File: src/rtl/datapath_sequencer.sv
// Command initiator for the 4x32 regfile/ALU datapath: buffers a short program of
// register-transfer instructions and issues them one per clock on start.
module datapath_sequencer #(
  parameter int DEPTH = 4,
  parameter int IW    = 10
) (
  input  logic                    clk,
  input  logic                    rst,
  input  logic [IW-1:0]           instr_in,
  input  logic                    instr_valid,
  output logic                    instr_ready,
  input  logic                    wr_en_in,
  input  logic                    start,
  output logic [1:0]              addr1,
  output logic [1:0]              addr2,
  output logic [1:0]              addr3,
  output logic [2:0]              alu_control,
  output logic                    wr,
  input  logic [31:0]             alu_result,
  input  logic                    overflow,
  input  logic                    carry,
  output logic                    busy,
  output logic                    done,
  output logic [31:0]             last_result,
  output logic                    ovf_sticky,
  output logic                    cry_sticky,
  output logic [$clog2(DEPTH):0]  count
);

  localparam int PW = $clog2(DEPTH);
  localparam int CW = PW + 1;
  localparam int EW = IW + 1;
  localparam logic [CW-1:0] FULL_C = CW'(DEPTH);
  localparam logic [CW-1:0] ONE_C  = CW'(1);
  localparam logic [CW-1:0] ZERO_C = {CW{1'b0}};
  localparam logic [PW-1:0] PSTEP_C = PW'(1);

  typedef enum logic [1:0] {
    S_IDLE = 2'd0,
    S_EXEC = 2'd1,
    S_DONE = 2'd2
  } state_t;

  state_t         state_q, state_d;
  logic [EW-1:0]  mem_q [DEPTH];
  logic [PW-1:0]  wr_ptr_q, rd_ptr_q;
  logic [CW-1:0]  count_q, count_d;
  logic [31:0]    last_result_q;
  logic           ovf_q, cry_q, busy_q, done_q;

  logic [EW-1:0]  head_s;
  logic           idle_s, exec_s, push_s, go_s, halt_s;

  // Entry layout is {alu[2:0], a1[1:0], a2[1:0], a3[1:0], halt, wr_en}.
  // Handshake, occupancy and next-state decode
  always_comb begin
    head_s = mem_q[rd_ptr_q];
    idle_s = (state_q == S_IDLE);
    exec_s = (state_q == S_EXEC);
    push_s = idle_s && instr_valid && (count_q < FULL_C);
    go_s   = idle_s && start && (count_q != ZERO_C);
    halt_s = head_s[1];
    case ({push_s, exec_s})
      2'b10:   count_d = count_q + ONE_C;
      2'b01:   count_d = count_q - ONE_C;
      default: count_d = count_q;
    endcase
    case (state_q)
      S_IDLE: begin
        if (go_s) state_d = S_EXEC;
        else      state_d = S_IDLE;
      end
      S_EXEC: begin
        if (halt_s || (count_q == ONE_C)) state_d = S_DONE;
        else                              state_d = S_EXEC;
      end
      S_DONE:  state_d = S_IDLE;
      default: state_d = S_IDLE;
    endcase
  end

  // Datapath command: straight from the FIFO head while executing, else parked at zero
  always_comb begin
    if (exec_s) begin
      alu_control = head_s[10:8];
      addr1       = head_s[7:6];
      addr2       = head_s[5:4];
      addr3       = head_s[3:2];
      wr          = head_s[0];
    end else begin
      alu_control = 3'd0;
      addr1       = 2'd0;
      addr2       = 2'd0;
      addr3       = 2'd0;
      wr          = 1'b0;
    end
  end

  assign instr_ready = idle_s && (count_q < FULL_C);
  assign count       = count_q;
  assign busy        = busy_q;
  assign done        = done_q;
  assign last_result = last_result_q;
  assign ovf_sticky  = ovf_q;
  assign cry_sticky  = cry_q;

  // Instruction storage
  always_ff @(posedge clk) begin
    if (rst) begin
      for (int i = 0; i < DEPTH; i++) mem_q[i] <= {EW{1'b0}};
    end else if (push_s) begin
      mem_q[wr_ptr_q] <= {instr_in, wr_en_in};
    end
  end

  // FIFO pointers wrap naturally; full/empty come from count_q alone
  always_ff @(posedge clk) begin
    if (rst) begin
      wr_ptr_q <= {PW{1'b0}};
      rd_ptr_q <= {PW{1'b0}};
      count_q  <= ZERO_C;
    end else begin
      if (push_s) wr_ptr_q <= wr_ptr_q + PSTEP_C;
      if (exec_s) rd_ptr_q <= rd_ptr_q + PSTEP_C;
      count_q <= count_d;
    end
  end

  // Sequencer state with registered status, result capture and sticky flags
  always_ff @(posedge clk) begin
    if (rst) begin
      state_q       <= S_IDLE;
      busy_q        <= 1'b0;
      done_q        <= 1'b0;
      last_result_q <= 32'd0;
      ovf_q         <= 1'b0;
      cry_q         <= 1'b0;
    end else begin
      state_q <= state_d;
      busy_q  <= (state_d != S_IDLE);
      done_q  <= (state_d == S_DONE);
      if (go_s) begin
        ovf_q <= 1'b0;
        cry_q <= 1'b0;
      end else if (exec_s) begin
        last_result_q <= alu_result;
        ovf_q         <= ovf_q | overflow;
        cry_q         <= cry_q | carry;
      end
    end
  end

endmodule
File: config.mk
export PLATFORM = sky130hd
export DESIGN_NAME = datapath_sequencer
export DESIGN_NICKNAME = d
export VERILOG_FILES = /design/src/rtl/datapath_sequencer.sv
export SDC_FILE = /design/constraint.sdc
export NUM_CORES = 1
export LEC_CHECK = 0
export BUFFER_PORTS_ARGS = -buffer_cell sky130_fd_sc_hd__buf_2
export CAP_MARGIN = 10
export CORE_AREA = 4 4 88 90
export CTS_CLUSTER_DIAMETER = 150
export DETAILED_ROUTE_END_ITERATION = 8
export DIE_AREA = 0 0 92 94
export PLACE_DENSITY = 0.88
export SYNTH_ARGS = -nofsm -noshare
export SYNTH_HDL_FRONTEND = slang
export SYNTH_SLANG_ARGS = --single-unit
File: constraint.sdc
create_clock -name clk -period 4.1 [get_ports clk]
set_input_delay 0.615 -clock clk [delete_from_list [all_inputs] [get_ports clk]]
set_output_delay 0.615 -clock clk [all_outputs]
set_load 0.005 [all_outputs]
[After elaboration in Yosys (flattened, before gate mapping)]
Memories as Yosys holds them, arrays and structs flattened. A register that Yosys moved wholly into a read port is not among the register bits.
Cells that the tools add are included.
Cells by class
  add/sub/neg operators: 4
  magnitude comparators: 1
  equality and inequality tests: 5
  multiplexer cells: 19
  bitwise operators: 3
  reduce and logical (&&, ||, !) cells: 13
Operators by type and width (count)
  2-bit 2-to-1 mux: 7
  11-bit 2-to-1 mux: 1
  11-bit OR reduction: 1
  1-bit 2-to-1 mux: 8
  3-bit one-hot mux with 2 select lines: 1
  1-bit logical AND: 5
  2-bit by 1-bit adder with 2-bit output (second input constant): 2
  2-bit by 1-bit equality test with 1-bit output (second input constant): 2
  2-bit equality test (second input constant): 2
  2-bit one-hot mux with 2 select lines: 1
  2-bit nonzero test: 2
  3-bit by 1-bit adder with 3-bit output (second input constant): 1
  3-bit by 1-bit equality test with 1-bit output (second input constant): 1
  3-bit < comparator (second input constant): 1
  3-bit 2-to-1 mux: 1
  3-bit nonzero test: 1
  3-bit by 1-bit subtractor with 3-bit output (second input constant): 1
  2-bit logical NOT: 1
  1-bit OR: 2
  2-bit AND reduction: 1
  2-bit OR reduction: 1
  1-bit logical OR: 1
  1-bit NOT: 1
Word-level totals
  register bits after elaboration: 45
  RAM bits: 44
  bits of input ports: 49
  output and inout port bits: 50
  memories: 1
Memories
  mem_q: depth 4, bits a word 11, rd ports 1, clocked after memory_dff 1, wr ports 4, line 45  | logic [EW-1:0] mem_q [DEPTH];

[Longest topological paths before layout]
Gate-level depths: netlist of the first run.
  word-level depth: 8
  mapped depth: 6

[Worst setup path before layout of the first run]
No wires, ideal clock.
  kind: input to register
  start: input instr_valid
  end: memory mem_q[1][0] in the netlist's numbering (enable)
  data arrival time: 1799 ps
  path slack: 1920 ps
  stages: 3
  path buffers: 0
  path through: nor4b_2 -> nand2_1 -> o21bai_1
RTL lines
  from (decl): line 10  | input logic instr_valid,
  to (decl): line 45

==> results of run 1 <==
==> per-stage QoR <==
step / hold WS (ns) / worst slack [ns] / util (%)
finish: 0.455 / 1.42 / 63.3
global route: 0.467 / 1.26 / 63.3
CTS: 0.457 / 1.37 / 63.3
detailed placement: 0.444 / 1.36 / 60.6
global placement: 0.439 / 1.53 / 60.6
floorplan: 0.453 / 1.92 / -
==> cell type report <==
class                   instances  area, sq um
well taps                      99          124
clock buffers                  11          163
clock inverters                 4         32.5
flip-flops and latches         91         2260
inverters                       3         11.3
multi-input cells             217         1370
repair buffers                100          505
fillers                       568         2590
==> critical path, stage by stage (launching register included) <==
cell and delay, ns:
dfxtp_1 0.82, mux4_2 0.60, and2_1 0.17, buf_2 0.12
==> where the power goes <==
part           internal (uW)  switching [uW]  leakage (uW)
combinational            311             375      0.000912
sequential              1140             120      0.000842
clock                    274             304      0.000101
total                   1720             799       0.00186
==> cell families (layout without fill, tap and decap cells) <==
family          after synthesis  after routing  synth area share, %
simple gates                152            152                 21.2
fa+ha+maj                     4              4                 1.34
buf+inv                      27            118                 3.11
compound gates               46             46                 6.72
xor+xnor                      3              3                0.702
flops                        91             91                 60.4
mux                          12             12                 6.55
==> routing by layer <==
| layer | vias to the layer above | wire [microns] | global-route usage, % |
|---|---|---|---|
| met5 | - | 0 | 0 |
| met3 | 10 | 306 | 3.93 |
| met2 | 58 | 4380 | 34.5 |
| met4 | 0 | 103 | 6.93 |
| li1 | 1317 | - | - |
| met1 | 1269 | 3290 | 21.9 |
==> Yosys cell counts, types with 2 or more instances <==
cell type / n
nand3_1: 2
nor3_1: 5
buf_1: 3
edfxtp_1: 44
a31o_2: 2
nor4_1: 2
clkbuf_2: 2
clkbuf_1: 14
inv_1: 3
nor2_1: 6
a21oi_1: 38
dfxtp_1: 47
mux4_2: 10
nor4_2: 2
and2_1: 54
mux2i_1: 2
ha_1: 4
xor2_1: 2
nand2b_1: 4
buf_2: 4
nand2_1: 69
and3_1: 2
==> sequential cells by signal (all words and copies together), names as in the netlist, named ones only <==
register and cells:
cry_sticky 1, ovf_sticky 1, wr_ptr_q 2, count 3, rd_ptr_q 2, done 1
state_q 2, mem_q 44, last_result 32, busy 1
==> how the worst max path moves through the flow <==
stage | end | depth (start not counted)
floorplan | mem_q[1][0]$_SDFFCE_PN0P_ | 3
detailed placement | mem_q[1][3]$_SDFFCE_PN0P_ | 4
finish | addr2[0] | 3
global placement | mem_q[1][3]$_SDFFCE_PN0P_ | 4
CTS | addr2[0] | 3
global route | addr2[0] | 3
==> metrics.md, run 1 <==
| Metric | Value |
|---|---|
| Initial DRC Count | approximately 160 |
| Number of max-cap violations | 0 |
| First-pass GRT wire length | 12,700 microns |
| Setup violators final | 0 |
| LEAKAGE | 0.00186 uW |
| Setup bufs post-CTS | 0 |
| DR vias/cell | ~5 |
| Post-CTS Hold Fix Bufs | 0 |
| CTS resizes | 0 |
| Clk buf depth | 2 |
| Hold Vio Cnt, Final | 0 |
| DP HPWL | roughly 5700 microns |
| Area Growth Syn to Fin | 19.4% |
| Clock Sinks | between 90 and 100 |
| Fraction of layout instances using a drive strength above 1 | a little under a third |
| Primary FF master, synth | dfxtp_1 |
| Register area share after synthesis | roughly three fifths |
| Most frequent cells in the layout | buf_2, nand2_1, and2_1, dfxtp_1, edfxtp_1 |
| Fin nets | ~480 |
| CP endpoint kind | output port |
| Post-route cell area | ~0.0045 sq mm |
| I/O pins | between 90 and 100 |
| Worst hold-check path type | register to register |
| Placed Instances | between 500 and 600 |
| Max Clk Rate | about 370 MHz |
| Worst slew pin tran | roughly 1.1 ns |
| CTS tree | yes |
| DR WL/cell | between 15 and 20 microns |
| Cells on worst reg2reg path | 3 |
| RSZ-0062 raised after global routing | false |
| R2R Setup Slk | approximately 1.6 ns |
| CTS H-tree depth | 3 |
| Routability Congestion | roughly 0.74 |
| Outcome | completed |
| RR Startpoint | count[2]$_SDFFE_PP0P_ |
| Die Wd | 92 microns |
| Port-buffer cells | between 90 and 100 |
| Minimum clock period | ~2.7 ns |
| Pwr Density | approximately 560 mW/mm^2 |
| Largest net degree at the start of global routing | 54 |
| Post-synth EDFFs | between 40 and 50 |
| Fin. max-slew vios | 0 |
| Req. time, crit path | between 3 and 4 ns |
| Worst-path fanout max | 12 |
| Hold path endpoint | last_result[2]$_SDFFE_PP0P_ |
| Yosys cell types | 36 |
| Number of global-route vias before repair | approximately 2,700 |
| Drt drc | 0 |
| DIE HEIGHT | approximately 94 microns |
| Clk_lat worst skew | ~0.35 ns |
| Post-route ant nets | 0 |
| Dpl cell area | between 0.004 and 0.005 sq mm |
| Setup CP Type | register to output port |
| Die Area | 0.00865 sq mm |
| First drt pass iteration count | 4 |
| Syn_area_per_cell | 11.2 sq um |
| Clock skew | 0.00852 ns |
| Worst reg2reg endpoint | mem_q[1][7]$_SDFFCE_PN0P_ |
| Initial antenna violation count | 0 |
| Cell taking the most area after synthesis | edfxtp_1 |
| WHS Path Cells | 2 |
| Power, Total | about 2500 uW |
| Max-slew headroom | between 20% and 30% |
| Finished Layout Cells | 525 |
| DRT Wirelength | approximately 8100 microns |
| Hold Crit Start | last_result[2]$_SDFFE_PP0P_ |
| Top area cells in the synthesized netlist | edfxtp_1, dfxtp_1, and2_1 |
| Yosys reg bits | 91 |
| Final Cycle Share | 65.3% |
| Initial Utilization | a little over half |
| Post-Syn Instances | between 300 and 400 |
| Num CTS Buffers | 9 |
| Grt ovf | 0 |
| Synthesized Nets | 388 |
| Synthesis warning total | 0 |
| ANT cells | 0 |
| DR vias | about 2,700 |
| Overall global routing resource usage | a little under a fifth |
| Synth top area share | 35.3% |
| Synthesized cell area | about 0.0037 sq mm |
| Commonest non-fill, non-tap cell in the layout | buf_2 |
| Site row count | 31 |
| Final TNS setup | 0 ns |
| CP Launch Type | register |
| Total core area | between 0.007 and 0.008 sq mm |
| Clk pin slew, worst setup/hold paths | about 0.090 ns |
| Critical path data arrival time | 2.06 ns |
| CTS Root Cell | clkbuf_8 |
| Ys async rst share | 0% |
| Maximum vdd drop | 290 uV |
Power figures use the tool's default switching activity.
==> run 2: changes to the inputs <==
--- a/config.mk
+++ b/config.mk
@@ -7,11 +7,11 @@
 export LEC_CHECK = 0
 export BUFFER_PORTS_ARGS = -buffer_cell sky130_fd_sc_hd__buf_2
 export CAP_MARGIN = 10
-export CORE_AREA = 4 4 88 90
+export CORE_AREA = 4 4 90 92
 export CTS_CLUSTER_DIAMETER = 150
 export DETAILED_ROUTE_END_ITERATION = 8
-export DIE_AREA = 0 0 92 94
-export PLACE_DENSITY = 0.88
+export DIE_AREA = 0 0 94 96
+export PLACE_DENSITY = 0.85
 export SYNTH_ARGS = -nofsm -noshare
 export SYNTH_HDL_FRONTEND = slang
 export SYNTH_SLANG_ARGS = --single-unit
==> constraint.sdc (replaced) <==
create_clock -name clk -period 2.7 [get_ports clk]
set_input_delay 0.405 -clock clk [delete_from_list [all_inputs] [get_ports clk]]
set_output_delay 0.405 -clock clk [all_outputs]
set_load 0.005 [all_outputs]
==> run 2 against run 1 <==
  * Total power increased by 56%
  * Non-clock buffer count increased by 5
  * Sequential share of layout area decreased by 0.50 points
  * Sequential power increased by 49%
  * Critical path depth increased by 1
  * Highest routed layer unchanged
==> metrics.md, run 2 (synthesis gave the netlist of run 1 again) <==
| Metric | Value |
|---|---|
| Critical path data arrival time | 1.97 ns (-0.09 ns) |
| Post-route ant nets | 0 (unchanged) |
| Final Cycle Share | about nine tenths |
| DR vias | 2,704 (+1.9%) |
| Fraction of layout instances using a drive strength above 1 | 32.2% (+0.96 points) |
| Placed Instances | 515 (+0.98%) |
| DR vias/cell | 5.09 (+0.73%) |
| Cells on worst reg2reg path | 3 (unchanged) |
| WHS Path Cells | 3 (+1) |
| Routability Congestion | 0.773 (+3.9%) |
| Clk pin slew, worst setup/hold paths | 0.10 ns (about the same) |
| Total core area | 0.00721 sq mm (+2.2%) |
| PnR worst setup slack | 0.323 ns (-1.10 ns) |
| Initial Utilization | 51.9% (-1.1 points) |
| Clk_lat worst skew | 0.36 ns (about the same) |
| Hold Vio Cnt, Final | 0 (unchanged) |
| DIE HEIGHT | 96 microns (+2.1%) |
| Grt ovf | 0 (unchanged) |
| DP HPWL | 5630 microns (-0.64%) |
| CP peak stage delay | 0.55 ns (-0.27 ns) |
| CP endpoint kind | output port |
| Finished Layout Cells | 531 (+1.1%) |
| Number of flip-flops in the largest register | 44 (unchanged) |
| Largest reg by FF count | mem_q |
| Worst path bufs/invs | 2 (+1) |
| Worst reg2reg endpoint | mem_q[1][6]$_SDFFCE_PN0P_ |
| Minimum clock period | 2.38 ns |
| ANT cells | 0 (unchanged) |
| Post-route cell area | 0.00452 sq mm (+1.0%) |
| R2R Setup Slk | 0.62 ns (-0.97 ns) |
| Hold path endpoint | last_result[22]$_SDFFE_PP0P_ |
| Initial DRC Count | 159 (+0.63%) |
| Setup violators final | 0 (unchanged) |
| RR Startpoint | count[2]$_SDFFE_PP0P_ |
| Crit-path slowest cell | dfxtp_1 |
| CP Launch Type | register |
| Maximum vdd drop | 472 uV (+63%) |
| Hold Crit Start | alu_result[22] |
| First-pass GRT wire length | 12,600 microns (-0.49%) |
| Place WS | 0.602 ns (-0.758 ns) |
| Die Wd | 94 microns (+2.2%) |
| CTS Root Cell | clkbuf_8 |
| Pwr Density | 868 mW/mm^2 (+54%) |
| Fin. max-slew vios | 0 (unchanged) |
| Initial antenna violation count | 0 (unchanged) |
| CTS resizes | 0 (unchanged) |
| Clock Sinks | 91 (unchanged) |
| Num CTS Buffers | 9 (unchanged) |
| LEAKAGE | 0.00189 uW (+1.7%) |
| CTS tree | yes |
| DRT Wirelength | 8130 microns (+0.52%) |
| Worst slew pin tran | 1.02 ns (-0.0812 ns) |
| Commonest non-fill, non-tap cell in the layout | buf_2 |
| Worst-path fanout max | 7 (-5) |
| Number of max-cap violations | 0 (unchanged) |
| Area Growth Syn to Fin | 20.6% |
| Clk buf depth | 2 (unchanged) |
| CTS H-tree depth | 3 (unchanged) |
| Setup CP Type | register to output port |
| Max-slew headroom | 32.1% (+5.4 points) |
| Fin nets | 480 (+1.1%) |
| Worst-path cell chain | buf_4, mux4_2, and2_1, buf_2 |
| Setup bufs post-CTS | 0 (unchanged) |
| RSZ-0062 raised after global routing | false |
| Site row count | 31 (unchanged) |
| Final hold slack | 0.270 ns (-0.185 ns) |
| Port-buffer cells | 98 (unchanged) |
| Dpl cell area | 0.00431 sq mm (+0.88%) |
| CP delay by family, top | flip-flops |
| Clock skew | 0.0176 ns (+0.00910 ns) |
| Die Area | 0.00902 sq mm (+4.3%) |
| Max Clk Rate | between 400 and 500 MHz |
| Worst hold-check path type | primary input to register |
| Post-CTS Hold Fix Bufs | 0 (unchanged) |
| Final TNS setup | 0 ns (unchanged) |
| Number of global-route vias before repair | 2,690 (+0.22%) |
| Overall global routing resource usage | 18.3% (-0.65 points) |
| First drt pass iteration count | 4 (unchanged) |
| Most frequent cells in the layout | buf_2, nand2_1, and2_1, dfxtp_1, edfxtp_1 |
| Drt drc | 0 (unchanged) |
| DR WL/cell | 15.3 microns (-0.62%) |
| Req. time, crit path | 2.30 ns (-1.18 ns) |
| I/O pins | 99 (unchanged) |
| Largest net degree at the start of global routing | 45 (-17%) |
| Outcome | completed |
==> run 2: power by group <==
group | internal, uW | switching [uW]
logic | 495 | 595
registers | 1730 | 156
clock network | 444 | 504
==> run 2: per-stage QoR <==
stage          power, uW  utilization [%]
6_report            3920             62.6
3_5_place_dp        3010             59.8
4_1_cts             3950             62.6
3_3_place_gp        2950             59.8
2_1_floorplan       2600                -
5_1_grt             4160             62.6
==> run 2: tightest hold or removal path, stage by stage <==
cell     delay [ns]
buf_2          0.09
nand2_1        0.04
a21oi_1        0.05
==> run 2: cell type report <==
| type | instances | area [sq um] |
|---|---|---|
| clock buffer | 9 | 124 |
| multi-input combinational | 217 | 1370 |
| tap | 99 | 124 |
| fill | 577 | 2700 |
| clock inverter | 7 | 78.8 |
| timing repair buffer | 105 | 543 |
| sequential | 91 | 2260 |
| inverter | 3 | 11.3 |
==> run 2: worst max path at each step <==
stage | from | endpoint | slack, ns | depth (start not counted)
final | register | addr3[0] | 0.32 | 4
after global routing | register | addr3[0] | 0.19 | 4
after CTS | register | addr3[0] | 0.28 | 4
after detailed placement | instr_valid | mem_q[1][3]$_SDFFCE_PN0P_ | 0.60 | 4
after global placement | instr_valid | mem_q[1][0]$_SDFFCE_PN0P_ | 0.63 | 4
after floorplan | count[2]$_SDFFE_PP0P_ | mem_q[1][0]$_SDFFCE_PN0P_ | 0.68 | 3
==> run 2: routing by layer <==
| layer | global-route usage (%) | share of wire (%) | up-vias |
|---|---|---|---|
| li1 | - | - | 1329 |
| met1 | 20.1 | 38 | 1283 |
| met2 | 32.8 | 54 | 67 |
| met3 | 4.46 | 4.4 | 25 |
| met4 | 9.27 | 3.3 | 0 |
| met5 | 0 | 0 | - |
==> run 3: changes to the inputs <==
==> constraint.sdc (replaced) <==
create_clock -name clk -period 2.7 [get_ports clk]
set_input_delay 0.135 -clock clk [delete_from_list [all_inputs] [get_ports clk]]
set_output_delay 0.135 -clock clk [all_outputs]
set_load 0.02 [all_outputs]
==> run 3 against run 2 <==
  * Clock-buffer cell count up 5
  * Combinational power up 19%
  * Register-to-register slack got worse by 0.02 ns
  * Sequential share of layout area decreased by 1.6 points
==> metrics.md, run 3 (synthesis gave the netlist of run 1 again) <==
| Metric | Value |
|---|---|
| Most frequent cells in the layout | buf_2, nand2_1, and2_1, dfxtp_1, edfxtp_1 |
| Final TNS setup | 0 ns (unchanged) |
| I/O pins | 99 (unchanged) |
| Maximum vdd drop | 494 uV (+4.8%) |
| DP HPWL | 5420 microns (-3.7%) |
| DR vias/cell | 5.07 (-0.47%) |
| Worst-path fanout max | 11 (+4) |
| First-pass GRT wire length | 12,700 microns (+0.87%) |
| Max-slew headroom | 26.2% (-6.0 points) |
| Die Area | 0.00902 sq mm (unchanged) |
| Total core area | 0.00721 sq mm (unchanged) |
| CP Launch Type | register |
| LEAKAGE | 0.00195 uW (+3.3%) |
| Crit-path slowest cell | o21bai_1 |
| Routability Congestion | 0.778 (+0.61%) |
| Sw Ratio | 33.1% (+1.1 points) |
| Pwr Density | 897 mW/mm^2 (+3.3%) |
| Worst-path cell chain | nor4b_2, nand2_1, o21bai_1 |
| DIE HEIGHT | 96 microns (unchanged) |
| Req. time, crit path | 2.67 ns (+0.37 ns) |
| Outcome | completed |
| Clock skew | 0.0131 ns (-0.00448 ns) |
| Hold Crit Start | alu_result[25] |
| Worst slew pin tran | 1.11 ns (+0.0897 ns) |
| Final Cycle Share | 77.7% (-10 points) |
| Grt ovf | 0 (unchanged) |
| Top Metal Used | met5 |
| Clk buf depth | 2 (unchanged) |
| CTS tree | yes |
| RSZ-0062 raised after global routing | false |
| Worst path bufs/invs | 0 (-2) |
| Largest reg by FF count | mem_q |
| Minimum clock period | 2.10 ns (-0.279 ns) |
| CP endpoint kind | register |
| Post-route ant nets | 0 (unchanged) |
| ANT cells | 0 (unchanged) |
| Fin nets | 491 (+2.3%) |
| Post-CTS Hold Fix Bufs | 11 (+11) |
| Setup violators final | 0 (unchanged) |
| DR WL/cell | 15.1 microns (-1.3%) |
| Initial antenna violation count | 1 (+1) |
| Internal power | 2800 uW (+5.1%) |
| RR Startpoint | count[2]$_SDFFE_PP0P_ |
| Critical path data arrival time | 2.07 ns (+0.10 ns) |
| P_sw | 1390 uW (+10%) |
| Initial Utilization | 51.9% (unchanged) |
| Largest net degree at the start of global routing | 46 (+2.2%) |
| Critical Path Stages | 3 (-1) |
| Met3 WL | 379 microns (+6.5%) |
| CP peak stage delay | 0.87 ns (+0.32 ns) |
| Met2 wire length | 4340 microns (-0.78%) |
| Gate power share | 31.0% (+3.2 points) |
| First drt pass iteration count | 5 (+1) |
| Clock Sinks | 91 (unchanged) |
| Hold Vio Cnt, Final | 0 (unchanged) |
| CTS Root Cell | clkbuf_8 |
| Critical path startpoint | count[2]$_SDFFE_PP0P_ |
| Drt drc | 0 (unchanged) |
| Area Growth Syn to Fin | 24.7% |
| Max Clk Rate | 477 MHz (+13%) |
| Fraction of layout instances using a drive strength above 1 | 31.2% (-1.0 points) |
| Port-buffer cells | 98 (unchanged) |
| Clk_lat worst skew | 0.36 ns (about the same) |
| Post-route cell area | 0.00467 sq mm (+3.4%) |
| Site row count | 31 (unchanged) |
| Clk pin slew, worst setup/hold paths | 0.09 ns (about the same) |
| Number of global-route vias before repair | 2,688 (-0.074%) |
| Power, Total | 4190 uW (+6.8%) |
| Initial DRC Count | 128 (-19%) |
| CTS H-tree depth | 3 (unchanged) |
| WHS Path Cells | 3 (unchanged) |
| Overall global routing resource usage | 18.5% (+0.26 points) |
| Setup bufs post-CTS | 0 (unchanged) |
| DRT Wirelength | 8180 microns (+0.73%) |
| Cells on worst reg2reg path | 3 (unchanged) |
| Worst hold-check path type | primary input to register |
| Num CTS Buffers | 9 (unchanged) |
| Number of flip-flops in the largest register | 44 (unchanged) |
| Fin. max-slew vios | 0 (unchanged) |
| Number of max-cap violations | 0 (unchanged) |
| CP delay by family, top | compound AO/OA/AOI/OAI gates |
| M1 wire length | 3260 microns (+4.6%) |
| Clk pwr share | 24.5% (+0.3 points) |
| Flop pwr share | 44.4% (-3.6 points) |
| Dpl cell area | 0.00431 sq mm (unchanged) |
| CTS resizes | 0 (unchanged) |
| Die Wd | 94 microns (unchanged) |
| Commonest non-fill, non-tap cell in the layout | buf_2 |
| Setup CP Type | register to register |
| DR vias | 2,747 (+1.6%) |
run 3: through the flow:
stage | hold slack, ns | worst slack (ns) | utilization, % | std cells
final | 0.00770 | 0.602 | 64.7 | 542
after global routing | 0.000818 | 0.437 | 64.7 | 542
after CTS | 0.000246 | 0.546 | 64.7 | 542
after detailed placement | 0.382 | 0.573 | 59.8 | 515
after global placement | 0.375 | 0.680 | 59.8 | 515
after floorplan | 0.271 | 0.608 | - | 335
run 3: metal layers:
metal  GRT usage, %  up-vias
li1               -     1345
met1           22.2     1307
met2           31.6       74
met3           3.52       19
met4           10.1        2
met5              0        -
run 3: cell type report:
| cell class | count | area (sq um) |
|---|---|---|
| timing repair buffer | 116 | 653 |
| tap | 99 | 124 |
| clock buffer | 14 | 228 |
| clock inverter | 2 | 17.5 |
| sequential | 91 | 2260 |
| multi-input combinational | 217 | 1370 |
| fill | 571 | 2550 |
| inverter | 3 | 11.3 |
run 3: power by group through the flow:
stage	clock network, uW	logic (uW)	registers (uW)
3_5_place_dp	0	1290	1890
6_report	1030	1300	1860
4_1_cts	1050	1310	1860
3_3_place_gp	0	1260	1880
2_1_floorplan	0	767	2010
5_1_grt	1110	1440	1890
run 3: worst register-to-register path: cells and delay by family, from the launching register on:
family	cells	cell delay, ns
AO/OA/AOI/OAI	1	0.87
flip-flops	1	0.38
AND/OR/NAND/NOR	2	0.46
run 3: path summary, 6_finish.rpt:
path	to	slack (ns)
max	mem_q[1][9]$_SDFFCE_PN0P_	0.60
max reg2reg	mem_q[1][9]$_SDFFCE_PN0P_	0.60
min	last_result[25]$_SDFFE_PP0P_	0.008
min reg2reg	last_result[23]$_SDFFE_PP0P_	0.45
